## src/rtl/lsu_subword_rmw.sv

```systemverilog
// rtl/lsu_subword_rmw.sv - load/store unit with sub-word read-modify-write for a word-only data memory
// Optional feature: define LSU_MISALIGN_EXC_EN to report misaligned halfword/word accesses as errors.
module lsu_subword_rmw #(
    parameter int ADDR_WIDTH = 6
) (
    input  logic                  clk,
    input  logic                  rst,
    input  logic                  req_valid,
    output logic                  req_ready,
    input  logic                  req_we,
    input  logic [2:0]            req_funct3,
    input  logic [31:0]           req_addr,
    input  logic [31:0]           req_wdata,
    output logic                  resp_valid,
    output logic [31:0]           resp_rdata,
    output logic                  resp_err,
    output logic                  mem_read,
    output logic                  mem_write,
    output logic [ADDR_WIDTH-1:0] mem_addr,
    output logic [31:0]           mem_wdata,
    input  logic [31:0]           mem_rdata
);

    localparam logic [2:0] S_IDLE   = 3'd0;
    localparam logic [2:0] S_LD     = 3'd1;
    localparam logic [2:0] S_ST     = 3'd2;
    localparam logic [2:0] S_RMW_RD = 3'd3;
    localparam logic [2:0] S_RMW_WR = 3'd4;

    localparam logic [2:0] F3_B  = 3'b000;
    localparam logic [2:0] F3_H  = 3'b001;
    localparam logic [2:0] F3_W  = 3'b010;
    localparam logic [2:0] F3_BU = 3'b100;
    localparam logic [2:0] F3_HU = 3'b101;

    logic [2:0]            state;
    logic [2:0]            cap_funct3;
    logic [ADDR_WIDTH+1:0] cap_addr;
    logic [31:0]           cap_wdata;
    logic [31:0]           merge_q;

    logic                  req_illegal;
    logic                  req_misaligned;
    logic                  req_err;
    logic [31:0]           load_fmt;
    logic [31:0]           merge_word;

    // Only the word-address bits reach the memory; upper address bits wrap.
    logic unused_addr_bits;
    assign unused_addr_bits = ^req_addr[31:ADDR_WIDTH+2];

    assign req_ready = (state == S_IDLE) && !rst;

    always_comb begin
        req_illegal = 1'b0;
        if (req_we) begin
            req_illegal = !(req_funct3 == F3_B || req_funct3 == F3_H || req_funct3 == F3_W);
        end else begin
            req_illegal = !(req_funct3 == F3_B  || req_funct3 == F3_H || req_funct3 == F3_W ||
                            req_funct3 == F3_BU || req_funct3 == F3_HU);
        end
    end

    always_comb begin
        req_misaligned = 1'b0;
`ifdef LSU_MISALIGN_EXC_EN
        if (req_funct3[1:0] == 2'b01) begin
            req_misaligned = req_addr[0];
        end else if (req_funct3[1:0] == 2'b10) begin
            req_misaligned = |req_addr[1:0];
        end
`endif
    end

    assign req_err = req_illegal || req_misaligned;

    // Lane selection ignores the low address bits a halfword/word access does not use,
    // which is what silently aligns misaligned accesses when they are not reported.
    always_comb begin
        logic [7:0]  lane_b;
        logic [15:0] lane_h;
        lane_b   = mem_rdata[{cap_addr[1:0], 3'b000} +: 8];
        lane_h   = cap_addr[1] ? mem_rdata[31:16] : mem_rdata[15:0];
        load_fmt = 32'd0;
        case (cap_funct3)
            F3_B:    load_fmt = {{24{lane_b[7]}}, lane_b};
            F3_H:    load_fmt = {{16{lane_h[15]}}, lane_h};
            F3_W:    load_fmt = mem_rdata;
            F3_BU:   load_fmt = {24'd0, lane_b};
            F3_HU:   load_fmt = {16'd0, lane_h};
            default: load_fmt = 32'd0;
        endcase
    end

    always_comb begin
        merge_word = merge_q;
        if (cap_funct3 == F3_B) begin
            merge_word[{cap_addr[1:0], 3'b000} +: 8] = cap_wdata[7:0];
        end else if (cap_addr[1]) begin
            merge_word[31:16] = cap_wdata[15:0];
        end else begin
            merge_word[15:0] = cap_wdata[15:0];
        end
    end

    // Reset gating keeps an interrupted RMW from committing a write in the reset cycle.
    assign mem_read  = !rst && (state == S_LD || state == S_RMW_RD);
    assign mem_write = !rst && (state == S_ST || state == S_RMW_WR);
    assign mem_addr  = cap_addr[ADDR_WIDTH+1:2];

    always_comb begin
        mem_wdata = 32'd0;
        if (mem_write) begin
            mem_wdata = (state == S_ST) ? cap_wdata : merge_word;
        end
    end

    always_ff @(posedge clk) begin
        if (rst) begin
            state      <= S_IDLE;
            cap_funct3 <= 3'd0;
            cap_addr   <= '0;
            cap_wdata  <= 32'd0;
            merge_q    <= 32'd0;
            resp_valid <= 1'b0;
            resp_err   <= 1'b0;
            resp_rdata <= 32'd0;
        end else begin
            resp_valid <= 1'b0;
            resp_err   <= 1'b0;
            resp_rdata <= 32'd0;
            case (state)
                S_IDLE: begin
                    if (req_valid) begin
                        cap_funct3 <= req_funct3;
                        cap_addr   <= req_addr[ADDR_WIDTH+1:0];
                        cap_wdata  <= req_wdata;
                        if (req_err) begin
                            resp_valid <= 1'b1;
                            resp_err   <= 1'b1;
                        end else if (!req_we) begin
                            state <= S_LD;
                        end else if (req_funct3 == F3_W) begin
                            state <= S_ST;
                        end else begin
                            state <= S_RMW_RD;
                        end
                    end
                end
                S_LD: begin
                    resp_valid <= 1'b1;
                    resp_rdata <= load_fmt;
                    state      <= S_IDLE;
                end
                S_ST: begin
                    resp_valid <= 1'b1;
                    state      <= S_IDLE;
                end
                S_RMW_RD: begin
                    merge_q <= mem_rdata;
                    state   <= S_RMW_WR;
                end
                S_RMW_WR: begin
                    resp_valid <= 1'b1;
                    state      <= S_IDLE;
                end
                default: state <= S_IDLE;
            endcase
        end
    end

endmodule

```

## config.mk

```make
export PLATFORM = sky130hd
export DESIGN_NAME = lsu_subword_rmw
export DESIGN_NICKNAME = d
export VERILOG_FILES = /design/src/rtl/lsu_subword_rmw.sv
export SDC_FILE = /design/constraint.sdc
export NUM_CORES = 1
export LEC_CHECK = 0
export ABC_AREA = 1
export CORE_MARGIN = 3
export CORE_UTILIZATION = 40
export DETAILED_ROUTE_END_ITERATION = 7
export PLACE_DENSITY = 0.75
export SYNTH_ARGS = -nofsm -noshare
export SYNTH_HDL_FRONTEND = slang
export SYNTH_SLANG_ARGS = --single-unit
```

## constraint.sdc

```tcl
create_clock -name clk -period 2.8 [get_ports clk]
set_input_delay 0.56 -clock clk [delete_from_list [all_inputs] [get_ports clk]]
set_output_delay 0.56 -clock clk [all_outputs]
set_load 0.01 [all_outputs]
```

==> flow_summary.yaml <==
place:
  post-place-cells: 1141
  routabilityCongestion: 0.898
  buffer_ports.inserted: 153
  placement.setup.worst_slack_ns: 0.000610
  detailed_place.area_mm2: 0.00736
  half_perimeter_wire_length_after_detailed_placement_mm: 13.1
timing:
  slew_worst_pin_ns: 0.571
  post-route-period-util: 0.937
  maxSlewHeadroom: 0.619
  clock.fmax_mhz: 381
  fin_ws_ns: 0.177
  worst_hold_slack_across_all_endpoints_ns: 0.440
  clock_skew_ns: 0.00903
  tns_setup_ns: 0
  timing_max_transition_violations_final: 0
  layout_min_cycle_time_ns: 2.62
  final_setup_vio_count: 0
  finalHoldViolations: 0
  setup_repair_after_global_routing_missed_its_margin: "yes"
worst_setup_path:
  critical_path_class: "register to primary output"
  critical_path_buf_inv_count: 5
  crit_arrival_ns: 2.06
  timing.critical_path.to_type: "primary output"
  worst_path_largest_cell_delay_ns: 0.39
  critical-path-slowest-cell: "sky130_fd_sc_hd__dfxtp_4"
  biggest_fanout_along_the_worst_timing_path: 8
  worst_path_dominant_cell_family: "buffers and inverters"
  crit_required_ns: 2.24
  timing.critical_path.from_type: "register"
  timing.critical_path.cells: "inv_4 > ha_1 > inv_1 > nor2_2 > buf_6 > buf_4 > nand3_1 > nand3_1 > nand2_1 > a21oi_1 > clkbuf_2"
  cp_common_cell: "sky130_fd_sc_hd__nand3_1"
route:
  pre_repair_dr_iteration_count: 7
  detail_route.wl_per_cell_um: 15.3
  via_count: 5946
  number_of_drc_violations_after_detailed_routing: 1
  detailedRoute.firstIterationViolations: 522
  finalWirelength_mm: 17.7
  ant_nets: 0
  drt-vias-per-instance: 5.13
logic_synthesis:
  yosys-top-cells-area: "sky130_fd_sc_hd__dfxtp_1 (40%), sky130_fd_sc_hd__o21ai_0 (12%), sky130_fd_sc_hd__a21oi_1 (12%)"
  synth.yosys.seq_area_share: 0.395
  synth-seq-cells: 112
  synth_warnings: 0
  post_synth_inst_count: 845
  ys_types: 29
  mappedNetlistArea_mm2: 0.00567
  syn_nets: 953
  yosys.area.top_type: "sky130_fd_sc_hd__dfxtp_1"
  post_synth.cell_area_avg_um2: 6.71
  post-synth-top-area-fraction: 0.395
layout:
  flow.area_growth_from_synthesis_pct: 34.5
  final_cell_area_mm2: 0.00763
  antenna_cells: 0
  post_layout_cell_count: 1160
  number_of_fill_cells_in_the_layout: 1344
  layout.nets: 1087
  utilization: 0.562
  final_layout_size_suffix_gt1_frac: 0.0904
clock_tree:
  cts_buffer_depth: 2
  worst_skew_pair.late_latency_ns: 0.36
  cts_tree: "built"
  postCtsHoldBufs: 0
  cts_inserted_buffers: 9
  clk_pin_slew_worst_paths_ns: 0.07
  ctsRootBufferMaster: "sky130_fd_sc_hd__clkbuf_16"
  cts_sinks: 112
  htreeDepth: 3
grt:
  grt_max_degree: 81
  number_of_antenna_violations_at_the_first_check_in_global_routing: 0
  via_count_of_the_first_global_routing_pass: 5473
  grt_first_pass_wirelength_mm: 28.2
  grt_use_total: 0.222
  global_route.overflow_total: 0
min_path:
  class_of_the_most_critical_hold_timing_path: "register to register"
die:
  fp.coreArea_mm2: 0.0136
  initial_utilization: 0.418
  boundaryPins: 178
  die_y_um: 125
  die_area_mm2: 0.0156
  die_x_um: 125
  placement_rows: 42
power:
  powerDensity_mw_per_mm2: 501
  vdd_drop_max_mv: 0.384
  design_power_total_mw: 3.82
  cellLeakagePower_nw: 3.18
run_status:
  violations_in_the_final_reports: "DRC"
  outcome: "finished with violations"
flow_run:
  drv_cap: 0
-- cells in the final DEF, fill, tap and decap left out, types with 2 or more instances in the layout --
| cell type | Yosys | routed |
|---|---|---|
| sky130_fd_sc_hd__a21oi_1 | 132 | 130 |
| sky130_fd_sc_hd__a21oi_2 | 2 | 4 |
| sky130_fd_sc_hd__a21oi_4 | 2 | 2 |
| sky130_fd_sc_hd__buf_12 | 0 | 5 |
| sky130_fd_sc_hd__buf_4 | 12 | 17 |
| sky130_fd_sc_hd__clkbuf_16 | 0 | 9 |
| sky130_fd_sc_hd__clkbuf_2 | 0 | 16 |
| sky130_fd_sc_hd__clkdlybuf4s50_1 | 0 | 121 |
| sky130_fd_sc_hd__clkinv_1 | 3 | 3 |
| sky130_fd_sc_hd__clkinv_2 | 0 | 2 |
| sky130_fd_sc_hd__dfxtp_1 | 112 | 111 |
| sky130_fd_sc_hd__dlygate4sd2_1 | 0 | 15 |
| sky130_fd_sc_hd__ha_1 | 5 | 4 |
| sky130_fd_sc_hd__inv_1 | 98 | 97 |
| sky130_fd_sc_hd__inv_2 | 5 | 6 |
| sky130_fd_sc_hd__inv_4 | 2 | 2 |
| sky130_fd_sc_hd__nand2_1 | 157 | 156 |
| sky130_fd_sc_hd__nand2_2 | 2 | 3 |
| sky130_fd_sc_hd__nand3_1 | 40 | 39 |
| sky130_fd_sc_hd__nand3_2 | 1 | 2 |
| sky130_fd_sc_hd__nor2_1 | 68 | 65 |
| sky130_fd_sc_hd__nor2_2 | 2 | 5 |
| sky130_fd_sc_hd__nor2_4 | 3 | 3 |
| sky130_fd_sc_hd__nor3_1 | 2 | 2 |
| sky130_fd_sc_hd__nor3_2 | 2 | 2 |
| sky130_fd_sc_hd__o211ai_1 | 7 | 7 |
| sky130_fd_sc_hd__o21ai_0 | 138 | 138 |
| sky130_fd_sc_hd__o21ai_1 | 4 | 4 |
-- cells in the mapped netlist (all sizes together) --
| cell | count |
|---|---|
| a21oi | 136 |
| a22oi | 1 |
| buf | 32 |
| clkbuf | 22 |
| clkinv | 3 |
| dfxtp | 112 |
| ha | 5 |
| inv | 105 |
| nand2 | 160 |
| nand3 | 41 |
| nand3b | 1 |
| nor2 | 74 |
| nor3 | 4 |
| o211ai | 7 |
| o21ai | 142 |
-- logic make-up after synthesis --
logic type                 count (synthesis)  share of synthesized area
buffers and inverters                    162                      0.124
adders and majority gates                  5                     0.0110
AOI/OAI and AO/OA                        286                      0.261
DFF                                      112                      0.395
and+or+nand+nor                          280                      0.209
-- worst min-delay path, cell delays in order (launching register included) --
cell,delay [ns]
sky130_fd_sc_hd__dfxtp_1,0.31
sky130_fd_sc_hd__inv_1,0.04
sky130_fd_sc_hd__a21oi_1,0.05
-- where the power goes --
group | switching, mW | total [mW] | internal (mW)
clock network | 0.603 | 1.32 | 0.718
logic | 0.459 | 0.793 | 0.333
registers | 0.0507 | 1.71 | 1.66
total | 1.11 | 3.82 | 2.71
-- timing repair --
action / in CTS / in global routing
pin swaps: 0 / 0
setup endpoints to repair: 32 / 20
setup buffers: 2 / 0
resized for setup: 37 / 39
cloned: 1 / 0
endpoints found under the hold margin: 0 / 0
-- registers in the layout, indices dropped and copies added, names as in the netlist --
name        count
cap_wdata      32
merge_q        32
resp_rdata     32
cap_addr        8
cap_funct3      3
state           3
resp_err        1
resp_valid      1
-- layout make-up --
type                            count  area [um^2]  area share
Tap cell                          176          220      0.0289
Clock buffer                       11          243      0.0318
Multi-Input combinational cell    571         2750       0.361
Clock inverter                      5         56.3     0.00738
Sequential cell                   112         2250       0.295
Timing Repair Buffer              177         1700       0.223
Inverter                          108          410      0.0538
-- path summary, 6_finish.rpt --
check | from | endpoint | slack, ns | cells past startpoint
worst max-delay path | cap_addr[1] | mem_wdata[19] | 0.18 | 11
worst min-delay path | cap_wdata[21] | cap_wdata[21] | 0.44 | 2
worst max register to register | cap_addr[1] | resp_rdata[10] | 1.06 | 7
worst min register to register | cap_wdata[21] | cap_wdata[21] | 0.44 | 2
-- per-layer routing --
layer	part of all wire	GRT usage	vias up
met1	0.43	0.289	2671
li1	-	-	3009
met5	0	0	-
met3	0.082	0.0661	31
met4	0.026	0.0727	0
met2	0.46	0.356	235
(Power assumes the default switching activity.)
